==> config.mk <==
export PLATFORM = sky130hd
export DESIGN_NAME = gf2m_trinomial_reduce_flat
export DESIGN_NICKNAME = d
export VERILOG_FILES = /design/src/rtl/gf2m_trinomial_reduce_pkg.sv /design/src/rtl/gf2m_trinomial_reduce_if.sv /design/src/rtl/gf2m_trinomial_fold.sv /design/src/rtl/gf2m_trinomial_reduce.sv /design/src/flat_wrapper.sv
export SDC_FILE = /design/constraint.sdc
export NUM_CORES = 2
export LEC_CHECK = 0
export ABC_AREA = 1
export ABC_CLOCK_PERIOD_IN_PS = 42800
export CAP_MARGIN = 20
export CORE_AREA = 2 2 482 484
export CTS_CLUSTER_SIZE = 24
export DETAILED_ROUTE_END_ITERATION = 16
export DIE_AREA = 0 0 484 486
export GPL_TIMING_DRIVEN = 1
export SLEW_MARGIN = 0
export SYNTH_ARGS = -nofsm -noshare
export SYNTH_HDL_FRONTEND = slang
export SYNTH_SLANG_ARGS = --single-unit
==> constraint.sdc <==
create_clock -name clk -period 42.8 [get_ports clk]
set_input_delay 10.7 -clock clk [delete_from_list [all_inputs] [get_ports clk]]
set_output_delay 10.7 -clock clk [all_outputs]
set_load 0.05 [all_outputs]
==> src/rtl/gf2m_trinomial_reduce_pkg.sv <==
// Shared types and constants for the GF(2^m) trinomial reducer.
// The default field is B-409: f(x) = x^409 + x^87 + 1.
package gf2m_trinomial_reduce_pkg;
  localparam int B409_M = 409;
  localparam int B409_K = 87;

  typedef enum logic [1:0] {
    IDLE  = 2'd0,
    FOLD1 = 2'd1,
    FOLD2 = 2'd2,
    DONE  = 2'd3
  } state_e;
endpackage

==> src/rtl/gf2m_trinomial_reduce_if.sv <==
// Stream interface between the multiplier, the reducer and the result consumer.
interface gf2m_trinomial_reduce_if
  import gf2m_trinomial_reduce_pkg::*;
#(
  parameter int M = B409_M
);
  // Both sides use valid/ready: a transfer happens on a rising edge where valid
  // and ready are both 1; once raised, valid and its data hold until that edge.
  logic             in_valid;
  logic             in_ready;
  logic [2*M-1:0]   in_c;
  logic             out_valid;
  logic             out_ready;
  logic [M-1:0]     out_r;

  modport master (
    output in_valid, in_c, out_ready,
    input  in_ready, out_valid, out_r
  );

  modport slave (
    input  in_valid, in_c, out_ready,
    output in_ready, out_valid, out_r
  );
endinterface

==> src/rtl/gf2m_trinomial_fold.sv <==
// One reduction step: fold the upper half h back using x^M == x^K + 1.
// The shift is done at full 2M width so h*x^K keeps its overflow for the next fold.
module gf2m_trinomial_fold
  import gf2m_trinomial_reduce_pkg::*;
#(
  parameter int M = B409_M,
  parameter int K = B409_K
) (
  input  logic [2*M-1:0] w_in,
  output logic [2*M-1:0] w_out
);
  logic [2*M-1:0] h_ext;
  logic [2*M-1:0] l_ext;

  assign h_ext = {{M{1'b0}}, w_in[2*M-1:M]};
  assign l_ext = {{M{1'b0}}, w_in[M-1:0]};
  assign w_out = l_ext ^ h_ext ^ (h_ext << K);
endmodule

==> src/rtl/gf2m_trinomial_reduce.sv <==
// Reduces a 2M-bit GF(2) product modulo x^M + x^K + 1 with two sequential folds.
// A new operand may be accepted in the same edge that hands off the previous result.
module gf2m_trinomial_reduce
  import gf2m_trinomial_reduce_pkg::*;
#(
  parameter int M = B409_M,
  parameter int K = B409_K
) (
  input  logic                     clk,
  input  logic                     rst,
  gf2m_trinomial_reduce_if.slave   bus,
  output state_e                   dbg_state
);
  state_e         state_q;
  state_e         state_d;
  logic [2*M-1:0] w_q;
  logic [2*M-1:0] w_d;
  logic [2*M-1:0] w_fold;

  gf2m_trinomial_fold #(.M(M), .K(K)) u_fold (
    .w_in  (w_q),
    .w_out (w_fold)
  );

  always_ff @(posedge clk or posedge rst) begin
    if (rst) begin
      state_q <= IDLE;
      w_q     <= '0;
    end else begin
      state_q <= state_d;
      w_q     <= w_d;
    end
  end

  always_comb begin
    state_d       = state_q;
    w_d           = w_q;
    bus.in_ready  = 1'b0;
    bus.out_valid = 1'b0;
    case (state_q)
      IDLE: begin
        bus.in_ready = 1'b1;
        if (bus.in_valid) begin
          w_d     = bus.in_c;
          state_d = FOLD1;
        end
      end
      FOLD1: begin
        w_d     = w_fold;
        state_d = FOLD2;
      end
      FOLD2: begin
        // Second fold leaves the upper half zero because 2K <= M.
        w_d     = w_fold;
        state_d = DONE;
      end
      DONE: begin
        bus.out_valid = 1'b1;
        bus.in_ready  = bus.out_ready;
        if (bus.out_ready) begin
          if (bus.in_valid) begin
            w_d     = bus.in_c;
            state_d = FOLD1;
          end else begin
            state_d = IDLE;
          end
        end
      end
      default: state_d = IDLE;
    endcase
  end

  assign bus.out_r = w_q[M-1:0];
  assign dbg_state = state_q;
endmodule

==> src/flat_wrapper.sv <==
// flat-port wrapper written by rule: the top's interface ports become plain ports
module gf2m_trinomial_reduce_flat import gf2m_trinomial_reduce_pkg::*;
#(
  parameter int M = B409_M,
  parameter int K = B409_K
)
  (clk, rst, dbg_state, bus_in_valid, bus_in_c, bus_out_ready, bus_in_ready, bus_out_valid, bus_out_r);
  gf2m_trinomial_reduce_if #(.M(M)) bus_i ();
  input  logic clk;
  input  logic rst;
  output state_e dbg_state;
  input wire logic [$bits(bus_i.in_valid)-1:0] bus_in_valid;
  input wire logic [$bits(bus_i.in_c)-1:0] bus_in_c;
  input wire logic [$bits(bus_i.out_ready)-1:0] bus_out_ready;
  output wire logic [$bits(bus_i.in_ready)-1:0] bus_in_ready;
  output wire logic [$bits(bus_i.out_valid)-1:0] bus_out_valid;
  output wire logic [$bits(bus_i.out_r)-1:0] bus_out_r;
  assign bus_i.in_valid = bus_in_valid;
  assign bus_i.in_c = bus_in_c;
  assign bus_i.out_ready = bus_out_ready;
  assign bus_in_ready = bus_i.in_ready;
  assign bus_out_valid = bus_i.out_valid;
  assign bus_out_r = bus_i.out_r;
  gf2m_trinomial_reduce #(.M(M), .K(K)) u_core (.clk(clk), .rst(rst), .bus(bus_i), .dbg_state(dbg_state));
endmodule
---- After elaboration in Yosys (flattened, before gate mapping) ----
Index checks and enable logic that the tools add are counted.
storage, ports and cells
  register bits after elaboration ......... 820
  bits in latches ......................... 0
  memory bits (writable) .................. 0
  bits in read-only memories .............. 0
  input bits .............................. 822
  output and inout port bits .............. 413
  word-level logic and storage cells ...... 21
  memories kept ........................... 0
operators by class
  add/subtract/negate cells ............... 0
  multiply operators ...................... 0
  div/mod/pow operators ................... 0
  $lt $le $gt $ge ......................... 0
  equality and inequality tests ........... 5
  shift-type cells ........................ 0
  muxes and demuxes ....................... 9
  bitwise gates (word level) .............. 2
  reduce and logical (&&, ||, !) cells .... 3
operators with widths
  kind                  count
  $pmux W818 S3         1
  $mux W818             2
  $xor A818 B496 Y818   1
  $xor A409 B409 Y409   1
  $pmux W2 S4           1
  $eq A2 B2 Y1 const B  2
  $mux W2               2
  $ne A2 B2 Y1 const B  2
  $eq A2 B1 Y1 const B  1
  $logic_not A2 Y1      1
  $mux W1               2
  $pmux W1 S2           1
  $reduce_and A2 Y1     1
  $reduce_or A2 Y1      1

---- Logic depth before layout (Yosys ltp) ----
  depth after elaboration ................. 3
  gate-level depth with buffers ........... 11
  mapped depth without buffers ............ 8

---- Modules after synthesis ----
Synthesis repeated with hierarchy kept, for this count alone.
unflattened totals
  cells, all modules ...................... 9689
  area, all modules ....................... 59642.2 um2
modules (own cells, without submodules)
  module                 instances  cells each  area an instance (um2)  sequential area each (um2)
  gf2m_trinomial_reduce  1          6529        44819.2                 20519.7
  gf2m_trinomial_fold    1          3160        14823.0                 0.0

---- Worst setup path before layout ----
No wires, ideal clock.
  kind .................................... input port to output port
  from .................................... in bus_out_ready
  to ...................................... out bus_in_ready
  data arrival time ....................... 11.526 ns
  slack ................................... 20.574 ns
  stages .................................. 2
  path buffers ............................ 0
  path through ............................ nand2_1 > a21oi_1
on the way
  word-level cells in the longest chain between the ends .. 1
ends and longest elaborated chain
  what         line                         text
  from (decl)  flat_wrapper.sv:14           input wire logic [$bits(bus_i.out_ready)-1:0] bus_out_ready;
  $pmux W1 S2  gf2m_trinomial_reduce.sv:40  case (state_q)
  to (decl)    flat_wrapper.sv:15           output wire logic [$bits(bus_i.in_ready)-1:0] bus_in_ready;
No other way between the ends.

---- Worst setup path after layout ----
Same ends and word-level chain as after synthesis.

==> results.json <==
{
  "hold_violations": 0,
  "cp.required_ns": 32.10,
  "gp_congestion": 0.9491,
  "rr_worst_depth": 10,
  "final_common_cell": "nand2_1",
  "routed_wl_um": 261300,
  "postCtsSetupBuffers": 0,
  "yosysTopAreaCell": "dfrtp_1",
  "startpoint_type": "input pin",
  "htree_num_levels": 3,
  "nets": 8569,
  "postCtsHoldBufs": 0,
  "rsz0062_at_grt": "false",
  "cp.arrival_ns": 12.24,
  "clock-sinks": 820,
  "critPathMaxStageDelay_ns": 0.84,
  "final.setup.tns_ns": 0,
  "rows": 176,
  "setup_viol": 0,
  "synth_area_per_cell_sq_um": 6.892,
  "grt_first_pass_wirelength_um": 357300,
  "tritoncts": "built",
  "synthArstFlopShare_pct": 100.0,
  "post-route-drc-count": 0,
  "ios": 1235,
  "netlist_area_sq_mm": 0.04879,
  "finClkSkew_ns": 0.03500,
  "power.density_mw_per_mm2": 107.5,
  "vias": 48850,
  "max-clock-path-buffers": 3,
  "crit_top_cell": "clkdlybuf4s50_1",
  "layout-drive-gt1-share_pct": 2.813,
  "cp_cell_sequence": "clkdlybuf4s50_1 > nand2_1 > a21oi_1 > clkdlybuf4s50_1",
  "viasPerCell": 4.483,
  "synth_cell_types": 19,
  "grt_pass1_vias": 45150,
  "leakagePower_nw": 30.38,
  "fp.dieArea_sq_mm": 0.2352,
  "crit_start": "bus_out_ready",
  "hp-start": "u_core.w_q[389]",
  "syn_nets": 7905,
  "synth_edf_count": 0,
  "ys_top_cells_by_area": "dfrtp_1, nand2_1, nand3_1, buf_4, o21ai_0",
  "dieHeight_um": 486,
  "finalCritPeriodShare_pct": 53.61,
  "fmax_mhz": 43.58,
  "ys_warn_count": 0,
  "core_sq_mm": 0.2295,
  "slew_headroom_pct": 14.87,
  "antenna_found_initial": 100,
  "n_fill_cell": 25050,
  "initialDrtViolationCount": 4360,
  "drv_slew": 0,
  "period_minus_slack_ns": 22.94,
  "critPathKind": "in2out",
  "worstMarginPinSlew_ns": 1.271,
  "clkSlewWorstSetupHoldPaths_ns": 0.05,
  "postRouteAntennaNets": 0,
  "ff2ff_setup_slack_ns": 37.93,
  "reg2reg_from": "u_core.dbg_state[0]",
  "ctsResizeCount": 0,
  "regToRegEndpoint": "u_core.w_q[461]",
  "clk_latency_ns": 0.76,
  "ys.flop_type": "dfrtp_1",
  "synth_top_area_share_pct": 42.06,
  "grt_start_max_net_pins": 147,
  "maxCapViolCount": 0,
  "routedWlPerCell_um": 23.98,
  "grtUsageTotal_pct": 21.51,
  "port-buffer-count": 1234,
  "final_cell_mix": "nand2_1, clkdlybuf4s50_1, nand3_1, dfrtp_1, nor2_1",
  "grt_remaining_overflow": 0,
  "worstPathMaxFanout": 2,
  "ys_seq_area_share_pct": 42.06,
  "cp-end-kind": "output port",
  "cts_root_buffer": "clkbuf_16",
  "fp.dieW_um": 484,
  "power_w": 0.006939,
  "hp-class": "reg2reg",
  "synth-seq-cells": 820,
  "cts_buffers": 105,
  "ir_drop_mv": 0.08315,
  "crit_path_end": "bus_in_ready",
  "syn_to_final_growth_pct": 32.35,
  "dr.pass1.iters": 6,
  "status": "completed",
  "cp_slowest_cell": "clkdlybuf4s50_1",
  "dp_hpwl_um": 208100,
  "start_util_pct": 21.26,
  "synthCells": 7079
}
[cells in the mapped netlist, types with 28 or more instances]
cell	number
buf_2	150
buf_4	412
clkbuf_1	160
dfrtp_1	820
inv_1	636
nand2_1	2399
nand3_1	876
nand3b_1	101
nor2_1	721
o211ai_1	87
o21ai_0	558
o21ai_1	28
xor2_1	87
[where the power goes]
group	leakage [nW]	switching [W]	internal (W)	total (W)
clock network	1.67	0.000393	0.000527	0.000919
logic	18.6	0.00316	0.00127	0.00443
registers	10.1	0.000410	0.00118	0.00159
[flip-flops by register name, indices dropped and copies added, names as in the netlist]
name	cells
u_core.w_q	818
u_core.dbg_state	2
[cell type report]
cell class	count	area (sq um)	share of cell area (%)
antenna	49	122.6	0.1899
clock buffer	154	2993	4.635
clock inverter	32	464.2	0.7189
inverter	638	2417	3.744
multi-input combinational	4887	21410	33.16
sequential	820	20520	31.78
tap	3026	3786	5.863
timing repair buffer	1291	12860	19.91
[routing by layer]
layer	wire [um]	vias to the layer above	part of all wire [%]	GRT usage, %
li1	-	23280	-	-
met1	104500	23140	40	26.27
met2	116400	2026	45	33.78
met3	28160	380	11	7.906
met4	12110	32	4.6	9.427
met5	195	-	0.075	0
[how the worst min path moves through the flow]
stage          cells after the start               to
4_1_cts                            2  u_core.w_q[389]
5_1_grt                            2  u_core.w_q[115]
3_5_place_dp                       2  u_core.w_q[389]
6_report                           2  u_core.w_q[389]
3_3_place_gp                       2  u_core.w_q[389]
2_1_floorplan                      2  u_core.w_q[100]
[stage by stage]
stage,utilization [%],hold slack (ns),instance area [sq um],instances,setup WS [ns]
floorplan,-,0.4849,48790,7079,9.067
global placement,26.58,0.5066,60980,10660,19.88
detailed placement,26.58,0.5071,60990,10660,19.88
CTS,28.09,0.5210,64450,10850,19.86
global route,28.13,0.5457,64540,10880,19.82
finish,28.14,0.5230,64570,10900,19.86
[kinds of logic (layout without fill, tap and decap cells)]
family	after synthesis	in the layout	synth area share, %
compound gates	698	698	7.611
simple gates	4098	4098	34.56
flops	820	820	42.06
buf+inv	1372	2115	14.11
other cells	0	49	0
xor+xnor	87	87	1.562
fa+ha+maj	4	4	0.1026
[worst max-delay path, delay by kind of cell]
family / cells / cell delay [ns]
buf+inv: 2 / 1.34
simple gates: 1 / 0.06
compound gates: 1 / 0.15
Power figures use the tool's default switching activity.
